**config.mk**
```make
export PLATFORM = sky130hd
export DESIGN_NAME = branch_resolver_flat
export DESIGN_NICKNAME = d
export VERILOG_FILES = /design/src/rtl/cpu_pkg.sv /design/src/rtl/branch_resolver_if.sv /design/src/rtl/branch_target_lut.sv /design/src/rtl/branch_resolver.sv /design/src/flat_wrapper.sv
export SDC_FILE = /design/constraint.sdc
export NUM_CORES = 1
export LEC_CHECK = 0
export ABC_AREA = 1
export BUFFER_PORTS_ARGS = -buffer_cell sky130_fd_sc_hd__clkbuf_2
export CAP_MARGIN = 5
export CORE_AREA = 2 2 64 66
export CTS_CLUSTER_DIAMETER = 150
export DETAILED_ROUTE_END_ITERATION = 8
export DIE_AREA = 0 0 66 68
export PLACE_DENSITY = 0.83
export SYNTH_ARGS = -nofsm -noshare
export SYNTH_HDL_FRONTEND = slang
export SYNTH_SLANG_ARGS = --single-unit
```
**constraint.sdc**
```tcl
create_clock -name clk -period 2.3 [get_ports clk]
set_clock_uncertainty 0.05 [all_clocks]
set_input_delay 0.345 -clock clk [delete_from_list [all_inputs] [get_ports clk]]
set_output_delay 0.345 -clock clk [all_outputs]
set_load 0.005 [all_outputs]
```
**src/rtl/cpu_pkg.sv**
```systemverilog
// Shared decode constants, resolver FSM state encoding and the JMP jump table.
// Latency: n/a (constants only).  Backpressure: n/a.
package cpu_pkg;

    localparam logic [2:0] OP_SYS   = 3'b101;
    localparam logic [2:0] OP_BZ    = 3'b110;
    localparam logic [2:0] OP_JMP   = 3'b111;
    localparam logic [5:0] HALT_IMM = 6'h3F;

    typedef enum logic [1:0] {
        ST_IDLE   = 2'd0,
        ST_RUN    = 2'd1,
        ST_SQUASH = 2'd2,
        ST_HALT   = 2'd3
    } state_e;

    localparam int JT_DEPTH = 16;
    localparam int JT_W     = 16;

    // Entry i sits at i*0x20 so each jump lands on a distinct 32-word block.
    localparam logic [JT_W-1:0] JT [JT_DEPTH] = '{
        16'h0000, 16'h0020, 16'h0040, 16'h0060,
        16'h0080, 16'h00A0, 16'h00C0, 16'h00E0,
        16'h0100, 16'h0120, 16'h0140, 16'h0160,
        16'h0180, 16'h01A0, 16'h01C0, 16'h01E0
    };

endpackage

```
**src/rtl/branch_resolver_if.sv**
```systemverilog
// Fetch <-> decode-stage branch bus: fetched instruction in, resolution pulses back.
// Latency: n/a (wiring).  Backpressure: none; fetch side presents one slot per cycle.
interface branch_resolver_if #(
    parameter int PC_W    = 16,
    parameter int INSTR_W = 9
);
    logic               instr_valid;
    logic [INSTR_W-1:0] instruction;
    logic [PC_W-1:0]    pc;
    logic               cond_flag;
    logic               branch;
    logic               taken;
    logic [PC_W-1:0]    target;
    logic               squash;
    logic               halted;

    modport master (
        output instr_valid, instruction, pc, cond_flag,
        input  branch, taken, target, squash, halted
    );

    modport slave (
        input  instr_valid, instruction, pc, cond_flag,
        output branch, taken, target, squash, halted
    );
endinterface

```
**src/rtl/branch_target_lut.sv**
```systemverilog
// Combinational jump-table ROM returning the JMP destination for a 4-bit index.
// Latency: 0 cycles.  Backpressure: none.
module branch_target_lut
    import cpu_pkg::*;
#(
    parameter int PC_W      = 16,
    parameter int LUT_DEPTH = 16
) (
    input  logic [$clog2(LUT_DEPTH)-1:0] idx,
    output logic [PC_W-1:0]              target
);

    always_comb begin
        target = PC_W'(JT[idx]);
    end

endmodule

```
**src/rtl/branch_resolver.sv**
```systemverilog
// Decode-stage branch resolver: BZ/JMP/HALT decode, target compute, wrong-path squash.
// Latency: 1 cycle instruction -> branch/taken/target; squash follows taken by 1 cycle.
// Backpressure: none; optional BRANCH_RESOLVER_STATS_EN adds saturating branch/taken counters.
module branch_resolver
    import cpu_pkg::*;
#(
    parameter int PC_W      = 16,
    parameter int INSTR_W   = 9,
    parameter int LUT_DEPTH = 16
) (
    input  logic               clk,
    input  logic               rst_n,
    input  logic               start,
    branch_resolver_if.slave   bus
`ifdef BRANCH_RESOLVER_STATS_EN
    ,
    output logic [15:0]        branch_count,
    output logic [15:0]        taken_count
`endif
);

    state_e          state_q;
    logic            branch_q;
    logic            taken_q;
    logic [PC_W-1:0] target_q;
    logic            squash_q;
    logic            halted_q;

    logic [2:0]      op;
    logic [5:0]      imm;
    logic            is_bz;
    logic            is_jmp;
    logic            is_halt;
    logic            resolve;
    logic [PC_W-1:0] bz_target;
    logic [PC_W-1:0] jmp_target;

    always_comb begin
        op        = bus.instruction[8:6];
        imm       = bus.instruction[5:0];
        is_bz     = (op == OP_BZ);
        is_jmp    = (op == OP_JMP);
        is_halt   = (op == OP_SYS) && (imm == HALT_IMM);
        // start wins over any decode result in the same cycle
        resolve   = (state_q == ST_RUN) && bus.instr_valid && !start;
        bz_target = bus.pc + {{(PC_W-6){imm[5]}}, imm};
    end

    branch_target_lut #(
        .PC_W      (PC_W),
        .LUT_DEPTH (LUT_DEPTH)
    ) u_lut (
        .idx    (bus.instruction[$clog2(LUT_DEPTH)-1:0]),
        .target (jmp_target)
    );

    always_ff @(posedge clk or negedge rst_n) begin
        if (!rst_n) begin
            state_q  <= ST_IDLE;
            branch_q <= 1'b0;
            taken_q  <= 1'b0;
            target_q <= '0;
            squash_q <= 1'b0;
            halted_q <= 1'b0;
        end else begin
            branch_q <= 1'b0;
            taken_q  <= 1'b0;
            squash_q <= 1'b0;
            if (start) begin
                state_q  <= ST_RUN;
                halted_q <= 1'b0;
            end else begin
                case (state_q)
                    ST_RUN: begin
                        if (resolve && is_bz) begin
                            branch_q <= 1'b1;
                            taken_q  <= bus.cond_flag;
                            target_q <= bz_target;
                            if (bus.cond_flag) state_q <= ST_SQUASH;
                        end else if (resolve && is_jmp) begin
                            branch_q <= 1'b1;
                            taken_q  <= 1'b1;
                            target_q <= jmp_target;
                            state_q  <= ST_SQUASH;
                        end else if (resolve && is_halt) begin
                            halted_q <= 1'b1;
                            state_q  <= ST_HALT;
                        end
                    end
                    ST_SQUASH: begin
                        squash_q <= 1'b1;
                        state_q  <= ST_RUN;
                    end
                    default: ;
                endcase
            end
        end
    end

    assign bus.branch = branch_q;
    assign bus.taken  = taken_q;
    assign bus.target = target_q;
    assign bus.squash = squash_q;
    assign bus.halted = halted_q;

`ifdef BRANCH_RESOLVER_STATS_EN
    logic res_branch;
    logic res_taken;

    always_comb begin
        res_branch = resolve && (is_bz || is_jmp);
        res_taken  = resolve && (is_jmp || (is_bz && bus.cond_flag));
    end

    always_ff @(posedge clk or negedge rst_n) begin
        if (!rst_n) begin
            branch_count <= '0;
            taken_count  <= '0;
        end else if (start) begin
            branch_count <= '0;
            taken_count  <= '0;
        end else begin
            if (res_branch && (branch_count != 16'hFFFF)) branch_count <= branch_count + 16'd1;
            if (res_taken  && (taken_count  != 16'hFFFF)) taken_count  <= taken_count  + 16'd1;
        end
    end
`endif

endmodule
```
**src/flat_wrapper.sv**
```systemverilog
// flat-port wrapper written by rule: the top's interface ports become plain ports
module branch_resolver_flat import cpu_pkg::*;
#(
    parameter int PC_W      = 16,
    parameter int INSTR_W   = 9,
    parameter int LUT_DEPTH = 16
)
  (clk, rst_n, start, bus_instr_valid, bus_instruction, bus_pc, bus_cond_flag, bus_branch, bus_taken, bus_target, bus_squash, bus_halted);
  branch_resolver_if #(.PC_W(PC_W), .INSTR_W(INSTR_W)) bus_i ();
  input  logic clk;
  input  logic rst_n;
  input  logic start;
  input wire logic [$bits(bus_i.instr_valid)-1:0] bus_instr_valid;
  input wire logic [$bits(bus_i.instruction)-1:0] bus_instruction;
  input wire logic [$bits(bus_i.pc)-1:0] bus_pc;
  input wire logic [$bits(bus_i.cond_flag)-1:0] bus_cond_flag;
  output wire logic [$bits(bus_i.branch)-1:0] bus_branch;
  output wire logic [$bits(bus_i.taken)-1:0] bus_taken;
  output wire logic [$bits(bus_i.target)-1:0] bus_target;
  output wire logic [$bits(bus_i.squash)-1:0] bus_squash;
  output wire logic [$bits(bus_i.halted)-1:0] bus_halted;
  assign bus_i.instr_valid = bus_instr_valid;
  assign bus_i.instruction = bus_instruction;
  assign bus_i.pc = bus_pc;
  assign bus_i.cond_flag = bus_cond_flag;
  assign bus_branch = bus_i.branch;
  assign bus_taken = bus_i.taken;
  assign bus_target = bus_i.target;
  assign bus_squash = bus_i.squash;
  assign bus_halted = bus_i.halted;
  branch_resolver #(.PC_W(PC_W), .INSTR_W(INSTR_W), .LUT_DEPTH(LUT_DEPTH)) u_core (.clk(clk), .rst_n(rst_n), .start(start), .bus(bus_i));
endmodule
```
==> results of run 1 <==
-- power groups by stage --
stage               Combinational (mW)  Sequential [mW]  Clock, mW
floorplan                        0.341            0.603          0
global placement                 0.567            0.602          0
detailed placement               0.583            0.607          0
CTS                              0.588            0.600      0.247
global route                     0.673            0.616      0.266
finish                           0.584            0.600      0.238
-- cell type report --
type	count	area, um2	area share (%)
timing repair buffer	49	245	11.2
clock buffer	3	41.3	1.88
sequential	22	551	25.1
inverter	53	199	9.08
multi-input combinational	212	1090	49.9
tap	50	62.6	2.86
-- flip-flops by register name (all words and copies together), names as in the netlist --
signal             count
u_core.bus.branch      1
u_core.bus.halted      1
u_core.bus.squash      1
u_core.bus.taken       1
u_core.bus.target     16
u_core.state_q         2
-- routing by layer --
metal | global-route usage (%) | up-vias | routed length [um]
met5 | 0 | - | 0
met2 | 41.9 | 66 | 2350
met4 | 5.87 | 0 | 60
li1 | - | 1009 | -
met1 | 26.3 | 879 | 1970
met3 | 3.78 | 9 | 248
-- critical path, delay by kind of cell --
| family | cells | cell delay (ns) |
|---|---|---|
| AND/OR/NAND/NOR | 7 | 0.67 |
| adder cells (fa/ha/maj) | 2 | 0.59 |
| buffers and inverters | 3 | 0.30 |
-- cells by family (layout without fill, tap and decap cells) --
group / count (synthesis) / in the layout
AND/OR/NAND/NOR: 167 / 167
AO/OA/AOI/OAI: 26 / 26
buffers and inverters: 55 / 105
flip-flops: 22 / 22
adder cells (fa/ha/maj): 16 / 16
XOR/XNOR: 3 / 3
-- cells in the final DEF, fill, tap and decap left out --
master                     count
sky130_fd_sc_hd__a21oi_1      14
sky130_fd_sc_hd__a22o_1        1
sky130_fd_sc_hd__and2_1        1
sky130_fd_sc_hd__clkbuf_2     49
sky130_fd_sc_hd__clkbuf_8      3
sky130_fd_sc_hd__dfrtp_1      22
sky130_fd_sc_hd__fa_1          1
sky130_fd_sc_hd__ha_1         15
sky130_fd_sc_hd__inv_1        51
sky130_fd_sc_hd__inv_2         2
sky130_fd_sc_hd__nand2_1     109
sky130_fd_sc_hd__nand2_2       1
sky130_fd_sc_hd__nand2_4       1
sky130_fd_sc_hd__nand3_1      24
sky130_fd_sc_hd__nand3b_1      2
sky130_fd_sc_hd__nand4_1       4
sky130_fd_sc_hd__nor2_1       17
sky130_fd_sc_hd__nor2_4        1
sky130_fd_sc_hd__nor2_8        1
sky130_fd_sc_hd__nor3_1        4
sky130_fd_sc_hd__o21ai_0       6
sky130_fd_sc_hd__o21ai_1       4
sky130_fd_sc_hd__o21ai_2       1
sky130_fd_sc_hd__or2_1         2
sky130_fd_sc_hd__xnor2_1       1
sky130_fd_sc_hd__xor2_1        2
-- final timing paths --
path | endpoint | startpoint | depth (start not counted) | slack (ns)
min in group clk | u_core.bus.halted | start | 2 | 0.23
min reg2reg | u_core.bus.target[14] | u_core.bus.target[14] | 2 | 0.43
max | u_core.bus.target[12] | bus_instruction[0] | 12 | 0.48
max reg2reg | u_core.state_q[1] | u_core.state_q[1] | 8 | 0.69
min | u_core.bus.halted | rst_n | 1 | 0.02
max in group asynchronous | u_core.bus.target[14] | rst_n | 1 | 1.79
-- per-stage QoR --
step           setup WS [ns]  cells  power [mW]  instance area (um2)
3_3_place_gp           0.309    386        1.17                 2150
3_5_place_dp           0.247    386        1.19                 2150
4_1_cts                0.522    389        1.43                 2190
5_1_grt                0.383    389        1.55                 2190
6_report               0.477    389        1.42                 2190
2_1_floorplan          0.668    289       0.944                 1860
==> PnR_summary.wiki, run 1 <==
{| class="wikitable"
! Metric !! Value
|-
| Clock Sinks || 22
|-
| Maximum VDD drop || 399 uV
|-
| Simple-gate portion of the synthesized area || 38.8%
|-
| Initial core utilization || 48.2%
|-
| Leak pwr || 1.38 nW
|-
| WL per Instance || approximately 12 um
|-
| Fraction of the mapped netlist area in compound gates || 7.41%
|-
| Critical-path maximum fanout || 3
|-
| Area share of fa/ha/maj cells after synthesis || between 10 and 15%
|-
| Achievable frequency || roughly 0.55 GHz
|-
| Netlist Area Pre-Place || 1860 um2
|-
| Logic gate share of total power || between 40% and 50%
|-
| TritonCTS buffer count || 3
|-
| Placer's final routability congestion estimate || slightly below 0.9
|-
| Initial antenna violation count || 0
|-
| Most instantiated cells after synthesis || sky130_fd_sc_hd__nand2_1, sky130_fd_sc_hd__inv_1, sky130_fd_sc_hd__nand3_1
|-
| Largest net degree at the start of global routing || 23
|-
| Number of placed I/O pins || 50
|-
| Total number of vias || 1,963
|-
| Buffers added on ports || 49
|-
| First-pass GRT wire length || 7760 um
|-
| Critical-path cell with the highest stage delay || sky130_fd_sc_hd__fa_1
|-
| Seq pwr share || roughly 42%
|-
| Part of the power in the clock network || 16.8%
|-
| Area contributors post-synth || sky130_fd_sc_hd__dfrtp_1, sky130_fd_sc_hd__nand2_1, sky130_fd_sc_hd__inv_1, sky130_fd_sc_hd__ha_1, sky130_fd_sc_hd__nand3_1
|-
| Post-detailed-placement half-perimeter wirelength || 3820 um
|-
| Warning count from the yosys run || 0
|-
| Die height || 68 um
|-
| Number of buffers between clock root and the deepest sink || 2
|-
| Via/cell ratio || 5.05
|-
| Count of TritonRoute iterations in the first routing pass || 4
|-
| Period utilisation layout || 79.2%
|-
| Max_cap viols || 0
|-
| CP startpoint kind || primary input
|-
| Largest family of logic cells by synthesized area || simple AND/OR/NAND/NOR gates
|-
| Max stage delay on crit path || 0.41 ns
|-
| Buffer type at the clock tree root || sky130_fd_sc_hd__clkbuf_8
|-
| Initial drt markers || 94
|-
| Synthesized area per cell || between 6 and 7 um2
|-
| Net count of the mapped netlist || 335
|-
| Reported net switching power || roughly 0.54 mW
|-
| Distinct cell type count of the synthesized netlist || 26
|-
| Remaining design rule violation count || 0
|-
| Worst slew margin relative to its limit || 60.7%
|-
| Worst Hold Slack || 0.0159 ns
|-
| Post-cts repair resize count || 0
|-
| Layout Utilization || 56.8%
|-
| Yosys reg bits || 22
|-
| Clock transition at the registers of the reported paths || 0.08 ns
|-
| Part of the Yosys area used for sequential elements || between 20% and 30%
|-
| Finish-stage setup viols || 0
|-
| Post-route ant nets || 0
|-
| Most used flip-flop cell after synthesis || sky130_fd_sc_hd__dfrtp_1
|-
| Result of the run || complete, no violations
|-
| All-Layer GR Usage || 22.3%
|-
| Total congestion overflow || 0
|-
| Critical-path cell list || clkbuf_2 > ha_1 > inv_1 > fa_1 > inv_1 > nand3_1 > nand3_1 > nand3_1 > nand3_1 > nand2_1 > nand3_1 > nand2_1
|-
| Die width || 66 um
|-
| Area of the die || ~4500 um2
|-
| Total Neg Setup Slack || 0 ns
|-
| Htree depth || 1
|-
| Class of the most critical setup path || primary input to flop
|-
| Worst Max-Slew Pin Slew || between 0.5 and 0.6 ns
|-
| Cell type contributing the most total cell area after synthesis || sky130_fd_sc_hd__dfrtp_1
|-
| Synth async-reset ratio || between 90% and 100%
|-
| Site Rows || 23
|-
| Number of flops mapped to enable cells by yosys || 0
|-
| Top cell by count, worst path || sky130_fd_sc_hd__nand3_1
|-
| Arrival time at the worst endpoint || 1.92 ns
|-
| Layout Nets || between 300 and 400
|-
| Min Clock Period, post-route || 1.82 ns
|-
| Share of Yosys cell area claimed by the top area cell type || 29.6%
|-
| Internal power of the cells || between 0.8 and 0.9 mW
|-
| Crit path capture type || flop
|-
| Number of hold-repair buffers added at the cts stage || 0
|-
| Count of fill cells added during filler insertion || roughly 420
|-
| Number of antenna diodes || 0
|-
| Hold violation count in the final report || 0
|-
| Floorplan Core Area || around 3900 um2
|-
| Layout overhead on the synthesized area || 17.9%
|-
| Post-synthesis mux area share || 0%
|-
| Gate Count Post-Synth || 289
|-
| Share of cells above drive strength 1 || 17.4%
|-
| Count of final max-slew check failures || 0
|-
| Cell with the most instances after synthesis || sky130_fd_sc_hd__nand2_1
|-
| Post-synthesis share of cell area spent on xor and xnor gates || 1.41%
|-
| Post-CTS Setup Repair Bufs || 0
|-
| Share of total power consumed by net switching || 37.6%
|-
| Total detailed-routing wirelength || about 4600 um
|-
| Number of global-route vias before repair || 1,823
|-
| Path type of the worst min-delay path || primary input to async pin
|-
| RSZ-0062 raised after global routing || no
|-
| CTS tree || yes
|-
| Power per unit of standard cell area || 649 nW/um2
|-
| Required time reported for the critical path endpoint || 2.40 ns
|-
| Clk Latency, worst-skew pair || roughly 0.26 ns
|}
No activity file was read; power rests on OpenSTA's default activity.
==> inputs of run 2 (changes only) <==
- clock period: 2.3 -> 1.8 ns (I/O delays scaled with it)
==> run 2 against run 1 <==
Effect of this change: total power increased by 40%; register-to-register slack got worse by 0.51 ns; clock power increased by 94%; via count decreased by 0.92%; worst hold slack improved by 0.13 ns; count of clock-buffer cells in the layout unchanged; non-clock buffer count increased by 7; global-route usage increased by 0.84 points; utilization increased by 2.2 points; combinational power increased by 30%; critical path type is now flop to flop; critical endpoint is now u_core.state_q[1]; largest cell class unchanged; highest routed layer unchanged.
==> PnR_summary.wiki, run 2 (synthesized netlist as in run 1, its figures left out) <==
{| class="wikitable"
! Metric !! Value
|-
| Result of the run || complete, no violations
|-
| Total power draw || roughly 2 mW
|-
| Total congestion overflow || 0
|-
| Largest net degree at the start of global routing || 23
|-
| Total number of vias || approximately 2,000
|-
| Initial antenna violation count || 0
|-
| Min setup slack post-route || 0.181 ns
|-
| Die height || 68 um
|-
| Buffer type at the clock tree root || sky130_fd_sc_hd__clkbuf_8
|-
| Finish-stage setup viols || 0
|-
| Count of fill cells added during filler insertion || 391
|-
| Worst slew margin relative to its limit || between 60 and 70%
|-
| Crit path capture type || flop
|-
| Clock transition at the registers of the reported paths || 0.08 ns
|-
| Post-CTS Setup Repair Bufs || 0
|-
| Buffers added on ports || 49
|-
| Buffers plus inverters on the worst setup path || 1
|-
| Part of the power in the clock network || 23.2%
|-
| Largest register FFs || 16
|-
| Post-detailed-placement half-perimeter wirelength || 3680 um
|-
| Cell family with most CP delay || simple AND/OR/NAND/NOR gates
|-
| Power per unit of standard cell area || 876 nW/um2
|-
| Post-cts repair resize count || 0
|-
| WL per Instance || 11.4 um
|-
| Share of total power consumed by net switching || 35.0%
|-
| Worst Hold Slack || between 0.1 and 0.15 ns
|-
| Placer's final routability congestion estimate || 0.898
|-
| All-Layer GR Usage || 23.1%
|-
| Worst Max-Slew Pin Slew || 0.551 ns
|-
| Arrival time at the worst endpoint || 1.78 ns
|-
| Count of final max-slew check failures || 0
|-
| Min Clock Period, post-route || around 1.6 ns
|-
| Max stage delay on crit path || 0.45 ns
|-
| Most used cells in the layout excluding fill and tap cells || sky130_fd_sc_hd__nand2_1, sky130_fd_sc_hd__inv_1, sky130_fd_sc_hd__clkbuf_2
|-
| Initial drt markers || 94
|-
| Floorplan Core Area || about 3900 um2
|-
| Die width || about 66 um
|-
| Worst slack at placement || -0.0424 ns
|-
| Site Rows || 23
|-
| RSZ-0062 raised after global routing || no
|-
| Remaining design rule violation count || 0
|-
| Leak pwr || 1.42 nW
|-
| Hold violation count in the final report || 0
|-
| Number of global-route vias before repair || between 1,500 and 2,000
|-
| Number of antenna diodes || 0
|-
| Reported net switching power || 0.699 mW
|-
| Initial core utilization || 48.2%
|-
| First-pass GRT wire length || just over 8000 um
|-
| Via/cell ratio || 4.90
|-
| Share of cells above drive strength 1 || 19.0%
|-
| TritonCTS buffer count || 3
|-
| Count of TritonRoute iterations in the first routing pass || 4
|-
| Area of all placed cells without fillers || 2280 um2
|-
| Achievable frequency || 0.618 GHz
|-
| Top cell by count, worst path || sky130_fd_sc_hd__nand2_1
|-
| Max_cap viols || 0
|-
| Number of hold-repair buffers added at the cts stage || 1
|-
| Post-Place Cell Area || 2190 um2
|-
| Most frequent standard cell in the layout excluding fill and tap cells || sky130_fd_sc_hd__nand2_1
|-
| Logic gate share of total power || 38.2%
|-
| Total detailed-routing wirelength || 4540 um
|-
| Critical-path cell with the highest stage delay || sky130_fd_sc_hd__dfrtp_1
|-
| Htree depth || 1
|-
| CP startpoint kind || flop
|-
| Period utilisation layout || 90.0%
|-
| Seq pwr share || between 30% and 40%
|-
| Number of buffers between clock root and the deepest sink || 2
|-
| Internal power of the cells || 1.30 mW
|-
| Critical-path cell list || nor2_4 > nand2_2 > nor2_8 > nand2_4 > inv_2 > nand2_1 > nand3_1 > nand2_1 > nand2_1
|-
| Required time reported for the critical path endpoint || 1.96 ns
|-
| Layout Nets || about 390
|-
| Area of the die || ~4500 um2
|-
| Number of placed I/O pins || 50
|-
| Number of cells in the finished layout apart from fillers || just under 400
|-
| Class of the most critical setup path || flop to flop
|-
| Layout overhead on the synthesized area || 22.5%
|-
| Clk Latency, worst-skew pair || around 0.27 ns
|-
| Maximum VDD drop || 658 uV
|-
| Post-route ant nets || 0
|-
| Path type of the worst min-delay path || primary input to flop
|-
| Placed instance count || roughly 390
|-
| Clock Sinks || 22
|-
| CTS tree || yes
|-
| Critical-path maximum fanout || 11
|}
[run 2: cell types whose count changed in the layout (fill, tap and decap cells not counted), sizes merged]
cell,change
bufinv,+1
buf,+6
dlygate4sd3,+1
[run 2: worst paths after layout]
path,from,end,slack [ns],cells past startpoint
setup / recovery,u_core.state_q[1],u_core.state_q[1],0.18,9
hold / removal,start,u_core.bus.squash,0.15,2
setup reg to reg,u_core.state_q[1],u_core.state_q[1],0.18,9
hold reg to reg,u_core.bus.target[13],u_core.bus.target[13],0.44,2
max in group asynchronous,rst_n,u_core.bus.target[8],0.87,2
min in group asynchronous,rst_n,u_core.bus.squash,0.47,2
[run 2: power groups by stage]
stage	combinational [mW]	sequential (mW)	clock, mW
floorplan	0.435	0.771	0
global placement	0.736	0.771	0
detailed placement	0.759	0.777	0
CTS	0.772	0.771	0.474
global route	0.891	0.794	0.491
finish	0.762	0.770	0.462
[run 2: cell type report]
| cell class | instances | area [um2] | share of cell area [%] |
|---|---|---|---|
| Tap cell | 50 | 62.6 | 2.75 |
| Clock buffer | 3 | 41.3 | 1.81 |
| Clock inverter | 1 | 30.0 | 1.32 |
| Inverter | 53 | 199 | 8.74 |
| Timing Repair Buffer | 56 | 300 | 13.2 |
| Sequential cell | 22 | 551 | 24.2 |
| Multi-Input combinational cell | 212 | 1090 | 48.0 |
[run 2: routing by layer]
layer | up-vias | wire length [um] | track usage [%]
met1 | 863 | 2030 | 29.5
met4 | 0 | 99 | 7.40
li1 | 1022 | - | -
met2 | 50 | 2220 | 40.5
met5 | - | 0 | 0
met3 | 10 | 185 | 3.45
[run 2: per-stage QoR]
| step | util, % | setup TNS, ns |
|---|---|---|
| 4_1_cts | 59.0 | 0 |
| 3_3_place_gp | 56.9 | 0 |
| 6_report | 59.0 | 0 |
| 3_5_place_dp | 56.9 | -0.0697 |
| 2_1_floorplan | - | 0 |
| 5_1_grt | 59.0 | 0 |
==> inputs of run 3 (changes only) <==
- PLACE_DENSITY: 0.83 -> 0.81
==> run 3 against run 2 <==
Effect of this change: count of clock-buffer cells in the layout grew 1; total power shrank 5.4%; final area shrank 0.71%; first-iteration DRC count shrank 2.1%; sequential power is essentially flat; sequential share of layout area grew 0.17 points; largest cell class unchanged.
==> PnR_summary.wiki, run 3 (synthesized netlist as in run 1, its figures left out) <==
{| class="wikitable"
! Metric !! Value
|-
| Result of the run || complete, no violations
|-
| Clock Sinks || 22
|-
| Critical register-to-register path endpoint || u_core.state_q[1]
|-
| Count of final max-slew check failures || 0
|-
| Via/cell ratio || 4.88
|-
| Clk Latency, worst-skew pair || 0.26 ns
|-
| Finish-stage setup viols || 0
|-
| Hold violation count in the final report || 0
|-
| Layout Nets || 394
|-
| Initial drt markers || 92
|-
| Initial antenna violation count || 0
|-
| Number of cells traversed by the worst register-to-register path || 8
|-
| Path type of the worst min-delay path || primary input to flop
|-
| Crit Reg-Reg Startpoint || u_core.state_q[1]
|-
| Min setup slack post-route || just under 0.2 ns
|-
| Layout overhead on the synthesized area || 21.6%
|-
| Number of antenna diodes || 0
|-
| Die width || about 66 um
|-
| Largest register FFs || 16
|-
| Count of fill cells added during filler insertion || ~400
|-
| Remaining design rule violation count || 0
|-
| First-pass GRT wire length || between 7000 and 8000 um
|-
| Achievable frequency || 0.624 GHz
|-
| Count of TritonRoute iterations in the first routing pass || 4
|-
| TritonCTS buffer count || 3
|-
| Buffer type at the clock tree root || sky130_fd_sc_hd__clkbuf_8
|-
| RSZ-0062 raised after global routing || no
|-
| Post-CTS Setup Repair Bufs || 0
|-
| Total power draw || between 1.5 and 2 mW
|-
| Critical Path Source || u_core.state_q[1]
|-
| Post-detailed-placement half-perimeter wirelength || 3840 um
|-
| Share of cells above drive strength 1 || 19.0%
|-
| Crit path capture type || flop
|-
| Worst Hold Slack || 0.163 ns
|-
| Area occupied by registers || 551 um2
|-
| Area used by multi-input combinational logic || 1090 um2
|-
| Initial core utilization || 48.2%
|-
| Number of placed I/O pins || 50
|-
| Required time reported for the critical path endpoint || 1.91 ns
|-
| Htree depth || 1
|-
| Site Rows || 23
|-
| Die height || ~70 um
|-
| Post-route ant nets || 0
|-
| Total detailed-routing wirelength || 4620 um
|-
| Post-Place Cell Area || 2190 um2
|-
| Total Neg Setup Slack || 0 ns
|-
| Layout Utilization || 58.6%
|-
| Clock transition at the registers of the reported paths || 0.08 ns
|-
| Floorplan Core Area || 3860 um2
|-
| Largest net degree at the start of global routing || 23
|-
| Start point of the worst min-delay path || start
|-
| Number of global-route vias before repair || about 1,800
|-
| Class of the most critical setup path || flop to flop
|-
| Critical-path maximum fanout || 11
|-
| Buffers added on ports || 49
|-
| Period utilisation layout || 89.0%
|-
| Worst slew margin relative to its limit || between 60% and 70%
|-
| WL per Instance || 11.6 um
|-
| Area of all placed cells without fillers || around 2300 um2
|-
| Total number of vias || 1,939
|-
| Power per unit of standard cell area || 835 nW/um2
|-
| Total congestion overflow || 0
|-
| Maximum VDD drop || between 600 and 700 uV
|-
| CTS tree || yes
|-
| End point of the most critical hold path || u_core.bus.squash
|-
| Arrival time at the worst endpoint || 1.71 ns
|-
| Placer's final routability congestion estimate || 0.895
|-
| Area of the die || 4490 um2
|-
| Most frequent standard cell in the layout excluding fill and tap cells || sky130_fd_sc_hd__nand2_1
|-
| Number of cells in the finished layout apart from fillers || 397
|-
| Worst Max-Slew Pin Slew || 0.548 ns
|-
| Most used cells in the layout excluding fill and tap cells || sky130_fd_sc_hd__nand2_1, sky130_fd_sc_hd__inv_1, sky130_fd_sc_hd__clkbuf_2
|-
| Reg-to-reg setup timing slack || 0.20 ns
|-
| Min Clock Period, post-route || 1.60 ns
|-
| Worst slack at placement || -0.0797 ns
|-
| CP startpoint kind || flop
|-
| Max_cap viols || 0
|-
| Leak pwr || 1.42 nW
|-
| All-Layer GR Usage || a little over a fifth
|-
| Placed instance count || between 300 and 400
|-
| Cell depth of the worst min-delay path || 2
|-
| Number of buffers between clock root and the deepest sink || 2
|}
run 3: changes by cell type in the layout (fill, tap and decap cells not counted):
cell                        delta
sky130_fd_sc_hd__bufinv_16     -1
sky130_fd_sc_hd__clkbuf_8      +1
run 3: how the worst max path moves through the flow:
stage | end | slack [ns]
2_1_floorplan | u_core.bus.target[12] | 0.24
3_3_place_gp | u_core.bus.target[12] | -0.008
3_5_place_dp | u_core.bus.target[12] | -0.08
4_1_cts | u_core.state_q[1] | 0.19
5_1_grt | u_core.state_q[0] | 0.06
6_report | u_core.state_q[1] | 0.20
run 3: critical path, stage by stage (launching register included):
cell                      delay (ns)
sky130_fd_sc_hd__dfrtp_1        0.44
sky130_fd_sc_hd__nor2_4         0.16
sky130_fd_sc_hd__nand2_2        0.11
sky130_fd_sc_hd__nor2_8         0.17
sky130_fd_sc_hd__nand2_4        0.09
sky130_fd_sc_hd__inv_2          0.19
sky130_fd_sc_hd__nand2_1        0.13
sky130_fd_sc_hd__nand4_1        0.11
sky130_fd_sc_hd__nand2_1        0.05
run 3: area by class of cell:
class                           instances  area share [%]
Clock buffer                            4            2.44
Timing Repair Buffer                   56            13.3
Sequential cell                        22            24.4
Tap cell                               50            2.77
Multi-Input combinational cell        212            48.3
Inverter                               53            8.80
run 3: where the power goes:
part           switching, mW  internal (mW)
combinational          0.426          0.341
sequential             0.113          0.658
clock                  0.155          0.195
total                  0.693           1.19
run 3: timing repair:
action / in CTS / in global routing
endpoints found under the hold margin: 22 / 0
hold buffers: 1 / 0
resized for setup: 0 / 0
run 3: routing by layer:
metal / global-route usage (%) / vias up / part of all wire (%)
li1: - / 1016 / -
met1: 26.0 / 864 / 43
met2: 42.2 / 51 / 50
met3: 3.62 / 8 / 4.8
met4: 4.08 / 0 / 2.0
met5: 0 / - / 0
